[src/rtl/write_once_bank_arbiter_pkg.sv]
// Shared types and constants for the write-once register bank arbiter.
package write_once_pkg;

    typedef enum logic [1:0] {
        IDLE,
        CHECK,
        COMMIT,
        RESP
    } state_t;

    localparam int DATA_W = 16;
    localparam int LOCK_BIT = 0;
    localparam logic [DATA_W-1:0] WRITE_MASK = 16'hFFFE;

endpackage

[src/rtl/write_once_bank_arbiter_if.sv]
// Requester-side handshake bus: packed per-requester req/addr/data and the completion response.
interface write_once_bank_arbiter_if #(
    parameter int NUM_REQ = 4,
    parameter int ADDR_W  = 4
);
    logic [NUM_REQ-1:0]                       req;
    logic [NUM_REQ*ADDR_W-1:0]                req_addr;
    logic [NUM_REQ*write_once_pkg::DATA_W-1:0] req_data;
    logic [NUM_REQ-1:0]                       gnt;
    logic                                     ack;
    logic                                     err;

    modport master (output req, req_addr, req_data, input gnt, ack, err);
    modport slave  (input req, req_addr, req_data, output gnt, ack, err);
endinterface

[src/rtl/write_once_bank_arbiter_rr_arbiter.sv]
// Combinational round-robin picker: lowest requesting index at or above ptr, else lowest overall.
module rr_arbiter #(
    parameter int N = 4,
    localparam int IDX_W = $clog2(N)
) (
    input  logic [N-1:0]     req,
    input  logic [IDX_W-1:0] ptr,
    output logic [IDX_W-1:0] winner,
    output logic             any_req
);

    logic found;

    always_comb begin
        winner = '0;
        found  = 1'b0;
        for (int unsigned i = 0; i < N; i++) begin
            if (req[i] && (IDX_W'(i) >= ptr) && !found) begin
                winner = IDX_W'(i);
                found  = 1'b1;
            end
        end
        // nothing at or above the pointer: wrap to the lowest requester
        for (int unsigned i = 0; i < N; i++) begin
            if (req[i] && !found) begin
                winner = IDX_W'(i);
                found  = 1'b1;
            end
        end
        any_req = |req;
    end

endmodule

[src/rtl/write_once_bank_arbiter.sv]
// Round-robin arbitrated bank of write-once registers; lock bit comes from bit 0 of the first accepted write.
// Optional WRITE_ONCE_GLOBAL_UNLOCK_EN adds unlock_all, which clears every lock while idle.
module write_once_bank_arbiter
    import write_once_pkg::*;
#(
    parameter int NUM_REQ  = 4,
    parameter int NUM_REGS = 8,
    parameter int ADDR_W   = 4
) (
    input  logic                       Clk,
    input  logic                       ip_resetn,
`ifdef WRITE_ONCE_GLOBAL_UNLOCK_EN
    input  logic                       unlock_all,
`endif
    write_once_bank_arbiter_if.slave   bus,
    output logic [NUM_REGS*DATA_W-1:0] reg_data_out,
    output logic [NUM_REGS-1:0]        lock_status
);

    localparam int IDX_W = $clog2(NUM_REQ);

    state_t              state;
    logic [IDX_W-1:0]    ptr;
    logic [IDX_W-1:0]    win;
    logic [IDX_W-1:0]    arb_win;
    logic                any_req;
    logic [ADDR_W-1:0]   addr_q;
    logic [DATA_W-1:0]   data_q;
    logic                reject;
    logic [DATA_W-1:0]   regs [NUM_REGS];
    logic [NUM_REGS-1:0] locks;
    logic [NUM_REGS-1:0] sel;
    logic [NUM_REQ-1:0]  gnt_q;
    logic                ack_q;
    logic                err_q;

    rr_arbiter #(.N(NUM_REQ)) u_arb (
        .req     (bus.req),
        .ptr     (ptr),
        .winner  (arb_win),
        .any_req (any_req)
    );

    // one-hot address decode; all-zero means the address is outside the bank
    always_comb begin
        sel = '0;
        for (int unsigned i = 0; i < NUM_REGS; i++) begin
            sel[i] = (addr_q == ADDR_W'(i));
        end
    end

    always_ff @(posedge Clk or negedge ip_resetn) begin
        if (!ip_resetn) begin
            state  <= IDLE;
            ptr    <= '0;
            win    <= '0;
            addr_q <= '0;
            data_q <= '0;
            reject <= 1'b0;
            locks  <= '0;
            gnt_q  <= '0;
            ack_q  <= 1'b0;
            err_q  <= 1'b0;
            for (int unsigned i = 0; i < NUM_REGS; i++) begin
                regs[i] <= '0;
            end
        end else begin
            case (state)
                IDLE: begin
`ifdef WRITE_ONCE_GLOBAL_UNLOCK_EN
                    if (unlock_all) begin
                        locks <= '0;
                    end
`endif
                    if (any_req) begin
                        win    <= arb_win;
                        addr_q <= bus.req_addr[arb_win*ADDR_W +: ADDR_W];
                        data_q <= bus.req_data[arb_win*DATA_W +: DATA_W];
                        state  <= CHECK;
                    end
                end
                CHECK: begin
                    reject <= ~|sel | |(sel & locks);
                    state  <= COMMIT;
                end
                COMMIT: begin
                    if (!reject) begin
                        for (int unsigned i = 0; i < NUM_REGS; i++) begin
                            if (sel[i]) begin
                                regs[i]  <= data_q & WRITE_MASK;
                                locks[i] <= data_q[LOCK_BIT];
                            end
                        end
                    end
                    // response is loaded here so it is visible during RESP alongside the new data
                    gnt_q <= NUM_REQ'(1) << win;
                    ack_q <= 1'b1;
                    err_q <= reject;
                    state <= RESP;
                end
                RESP: begin
                    gnt_q <= '0;
                    ack_q <= 1'b0;
                    err_q <= 1'b0;
                    ptr   <= (win == IDX_W'(NUM_REQ-1)) ? '0 : win + 1'b1;
                    state <= IDLE;
                end
                default: state <= IDLE;
            endcase
        end
    end

    always_comb begin
        reg_data_out = '0;
        for (int unsigned i = 0; i < NUM_REGS; i++) begin
            reg_data_out[i*DATA_W +: DATA_W] = regs[i];
        end
    end

    assign lock_status = locks;
    assign bus.gnt     = gnt_q;
    assign bus.ack     = ack_q;
    assign bus.err     = err_q;

endmodule

[src/flat_wrapper.sv]
// flat-port wrapper written by rule: the top's interface ports become plain ports
module write_once_bank_arbiter_flat import write_once_pkg::*;
#(
    parameter int NUM_REQ  = 4,
    parameter int NUM_REGS = 8,
    parameter int ADDR_W   = 4
)
  (Clk, ip_resetn, reg_data_out, lock_status, bus_req, bus_req_addr, bus_req_data, bus_gnt, bus_ack, bus_err);
  write_once_bank_arbiter_if #(.NUM_REQ(NUM_REQ), .ADDR_W(ADDR_W)) bus_i ();
  input  logic Clk;
  input  logic ip_resetn;
  output logic [NUM_REGS*DATA_W-1:0] reg_data_out;
  output logic [NUM_REGS-1:0] lock_status;
  input wire logic [$bits(bus_i.req)-1:0] bus_req;
  input wire logic [$bits(bus_i.req_addr)-1:0] bus_req_addr;
  input wire logic [$bits(bus_i.req_data)-1:0] bus_req_data;
  output wire logic [$bits(bus_i.gnt)-1:0] bus_gnt;
  output wire logic [$bits(bus_i.ack)-1:0] bus_ack;
  output wire logic [$bits(bus_i.err)-1:0] bus_err;
  assign bus_i.req = bus_req;
  assign bus_i.req_addr = bus_req_addr;
  assign bus_i.req_data = bus_req_data;
  assign bus_gnt = bus_i.gnt;
  assign bus_ack = bus_i.ack;
  assign bus_err = bus_i.err;
  write_once_bank_arbiter #(.NUM_REQ(NUM_REQ), .NUM_REGS(NUM_REGS), .ADDR_W(ADDR_W)) u_core (.Clk(Clk), .ip_resetn(ip_resetn), .bus(bus_i), .reg_data_out(reg_data_out), .lock_status(lock_status));
endmodule
[config.mk]
export PLATFORM = sky130hd
export DESIGN_NAME = write_once_bank_arbiter_flat
export DESIGN_NICKNAME = d
export VERILOG_FILES = /design/src/rtl/write_once_bank_arbiter_pkg.sv /design/src/rtl/write_once_bank_arbiter_if.sv /design/src/rtl/write_once_bank_arbiter_rr_arbiter.sv /design/src/rtl/write_once_bank_arbiter.sv /design/src/flat_wrapper.sv
export SDC_FILE = /design/constraint.sdc
export NUM_CORES = 1
export LEC_CHECK = 0
export ABC_AREA = 1
export CAP_MARGIN = 20
export CORE_MARGIN = 2
export CORE_UTILIZATION = 47
export CTS_CLUSTER_SIZE = 28
export DETAILED_ROUTE_END_ITERATION = 10
export PLACE_DENSITY = 0.84
export SYNTH_ARGS = -nofsm -noshare
export SYNTH_HDL_FRONTEND = slang
export SYNTH_SLANG_ARGS = --single-unit
[constraint.sdc]
create_clock -name Clk -period 2.2 [get_ports Clk]
set_clock_uncertainty 0.2 [all_clocks]
set_input_delay 0.33 -clock Clk [delete_from_list [all_inputs] [get_ports Clk]]
set_output_delay 0.33 -clock Clk [all_outputs]
set_load 0.02 [all_outputs]
==> impl_metrics.sql <==
INSERT INTO impl_metrics (metric_group, metric, value, unit) VALUES
('die', 'core_area', '15150', 'um2'),
('detailed_routing', 'num_vias', '6418', ''),
('global_routing', 'vias_in_the_first_global_route', '6170', ''),
('die', 'initial_core_util', '47.90', '%'),
('detailed_routing', 'drtPass1Iterations', '5', ''),
('placed_design', 'sum_of_net_half_perimeters_after_detailed_placement', '14230', 'um'),
('critical_path', 'cp_slowest_stage_delay', '0.67', 'ns'),
('die', 'floorplan.die.height', '128.2', 'um'),
('critical_path', 'reg2reg_slack', '0.28', 'ns'),
('timing', 'hold_viol_final', '0', ''),
('critical_path', 'cp_top_family', 'buffers and inverters', ''),
('timing', 'relSlewSlack', '64.72', '%'),
('critical_path', 'crit_type', 'reg2out', ''),
('outcome', 'status', 'finished clean', ''),
('yosys', 'netlist_top_cells_area', 'dfrtp_1, nand2_1, nand3_1', ''),
('global_routing', 'grt_antenna_before_repair', '0', ''),
('critical_path', 'timing.critical_path.slowest_stage_cell', 'clkdlybuf4s50_1', ''),
('detailed_routing', 'wire_length_on_met2', '9794', 'um'),
('die', 'floorplan.rows', '45', ''),
('clock_tree', 'clk-insertion-delay-late', '0.42', 'ns'),
('critical_path', 'arrival', '1.48', 'ns'),
('placed_design', 'dpl-instance-area', '9687', 'um2'),
('yosys', 'synth_top_cell_by_area', 'dfrtp_1', ''),
('critical_path', 'cp_num_buf_inv', '1', ''),
('die', 'ioPinCount', '228', ''),
('placed_design', 'buffer_ports.inserted', '219', ''),
('timing', 'hold-worst-slack', '0.1884', 'ns'),
('final_layout', 'antennaDiodeCount', '0', ''),
('final_layout', 'post-route-util', '68.34', '%'),
('flow_run', 'max_capacitance_violation_count', '0', ''),
('final_layout', 'drive_gt1_share', '6.583', '%'),
('global_routing', 'grtUsageTotal', '25.52', '%'),
('power_and_ir_drop', 'highest_ir_drop_seen_on_vdd', '0.0006373', 'V'),
('timing', 'achievable-frequency', '0.4985', 'GHz'),
('power_and_ir_drop', 'totalPowerFinal', '0.01553', 'W'),
('critical_path', 'path_cells', 'clkdlybuf4s50_1', ''),
('final_layout', 'number_of_nets_in_the_layout', '1190', ''),
('clock_tree', 'clock_tree.htree_level_count', '4', ''),
('clock_tree', 'root_buffer', 'clkbuf_16', ''),
('critical_path', 'critPathRequiredTime', '1.67', 'ns'),
('yosys', 'postSynth.asyncResetShare', '100.0', '%'),
('detailed_routing', 'wire_per_inst', '15.49', 'um'),
('die', 'die_x', '128.2', 'um'),
('timing', 'timing_max_transition_violations_final', '0', ''),
('detailed_routing', 'drt.antenna.violating_nets', '0', ''),
('yosys', 'synth_enable_flop_cells', '0', ''),
('power_and_ir_drop', 'powerDensity', '1500', 'nW/um2'),
('yosys', 'synth.cells.most_frequent', 'nand2_1, dfrtp_1, inv_1', ''),
('timing', 'setup_viol', '0', ''),
('timing', 'grt_setup_unrepaired', 'false', ''),
('clock_tree', 'cts.sinks', '161', ''),
('yosys', 'synth.avg_cell_area', '8.281', 'um2'),
('timing', 'postLayoutSetupSlackWorst', '0.1939', 'ns'),
('clock_tree', 'clkSlewWorstSetupHoldPaths', '0.07', 'ns'),
('yosys', 'cell_with_the_most_instances_after_synthesis', 'nand2_1', ''),
('timing', 'layout_min_cycle_time', '2.006', 'ns'),
('yosys', 'netlist_cell_types', '28', ''),
('final_layout', 'final_std_cell_area_no_fill', '10350', 'um2'),
('detailed_routing', 'postRouteWirelength', '20090', 'um'),
('global_routing', 'grt_overflow', '0', ''),
('timing', 'period_share', '91.19', '%'),
('detailed_routing', 'dr_wl_met3', '1213', 'um'),
('yosys', 'ys_seq_area_share', '55.54', '%'),
('clock_tree', 'tritoncts_clock_tree', 'done', ''),
('placed_design', 'dp_worst_setup_slack', '-0.2335', 'ns'),
('critical_path', 'critPathMaxFanout', '3', ''),
('clock_tree', 'cts_inserted_buffers', '17', ''),
('detailed_routing', 'route.detailed.drc', '0', ''),
('worst_hold_path', 'min-delay-path-class', 'in2async', ''),
('detailed_routing', 'detail_route.vias_per_cell', '4.948', ''),
('final_layout', 'nFillCells', '1209', '');
==> cell families (layout without fill, tap and decap cells) <==
kind of cell | after synthesis | after routing | share of synthesized area (%)
buf+inv | 165 | 391 | 9.934
other cells | 1 | 8 | 0.05169
compound gates | 140 | 140 | 9.762
fa+ha+maj | 8 | 8 | 1.380
flops | 161 | 161 | 55.54
simple gates | 401 | 401 | 23.34
==> repair_timing <==
action,4_1_cts,5_1_grt
buffers inserted,0,0
setup endpoints to repair,0,20
resized for setup,0,1
hold buffers,1,0
hold endpoints to repair,37,0
==> placed cells by master (no fill, tap or decap), types with 2 or more instances in the layout <==
cell and count:
clkbuf_16 17, inv_6 3, clkinvlp_4 3, clkinv_4 2, bufinv_16 4, clkdlybuf4s50_1 218
nor2_1 11, nor2_2 2, clkinv_1 2, conb_1 8, buf_4 21, o21ai_0 73
nand3_1 95, inv_2 2, a21oi_1 2, nor3_2 5, ha_1 8, inv_1 108
o21ai_1 62, nand4_1 3, inv_8 3, nand2_1 280, dfrtp_1 161, buf_12 6
==> registers in the layout, summed over array words and instances (netlist names) <==
register and flops:
u_core.win 2, u_core.addr_q 4, u_core.data_q 16, u_core.state 2, u_core.ptr 2, u_core.reg_data_out 120
u_core.bus.err 1, u_core.reject 1, u_core.bus.gnt 4, u_core.lock_status 8, u_core.bus.ack 1
==> routing by layer <==
layer / GRT usage (%) / vias up
li1: - / 3187
met1: 33.75 / 2944
met2: 42.21 / 258
met5: 0 / -
met3: 4.841 / 29
met4: 9.114 / 0
==> cell type report <==
| cell class | count | area, um2 | share of cell area [%] |
|---|---|---|---|
| clock buffers | 17 | 425.4 | 4.110 |
| clock inverters | 15 | 220.2 | 2.128 |
| inverters | 112 | 420.4 | 4.062 |
| multi-input cells | 557 | 2539 | 24.53 |
| flip-flops and latches | 161 | 4029 | 38.93 |
| well taps | 188 | 235.2 | 2.273 |
| repair buffers | 247 | 2481 | 23.97 |
==> power breakdown <==
part,switching (W),total (W),internal (W)
Clock,0.00127,0.00321,0.00194
Sequential,0.000849,0.00510,0.00425
Combinational,0.00419,0.00722,0.00303
Total,0.00631,0.0155,0.00922
==> worst paths after layout <==
check / start / end / cells after the start
setup / recovery: u_core.lock_status[0]$_DFFE_PN0P_ / lock_status[0] / 1
hold / removal: ip_resetn / u_core.reg_data_out[6]$_DFFE_PN0P_ / 2
setup reg to reg: u_core.state[0]$_DFFE_PN0P_ / u_core.reg_data_out[126]$_DFFE_PN0P_ / 8
hold reg to reg: u_core.data_q[4]$_DFFE_PN0P_ / u_core.data_q[4]$_DFFE_PN0P_ / 2
max in group asynchronous: ip_resetn / u_core.reg_data_out[72]$_DFFE_PN0P_ / 3
min in group Clk: u_core.data_q[4]$_DFFE_PN0P_ / u_core.data_q[4]$_DFFE_PN0P_ / 2
==> stage by stage <==
step                setup TNS [ns]  instances
floorplan                        0        883
global placement            -2.943       1264
detailed placement          -4.390       1264
CTS                              0       1297
global route                     0       1297
finish                           0       1297
Power figures use the tool's default switching activity.
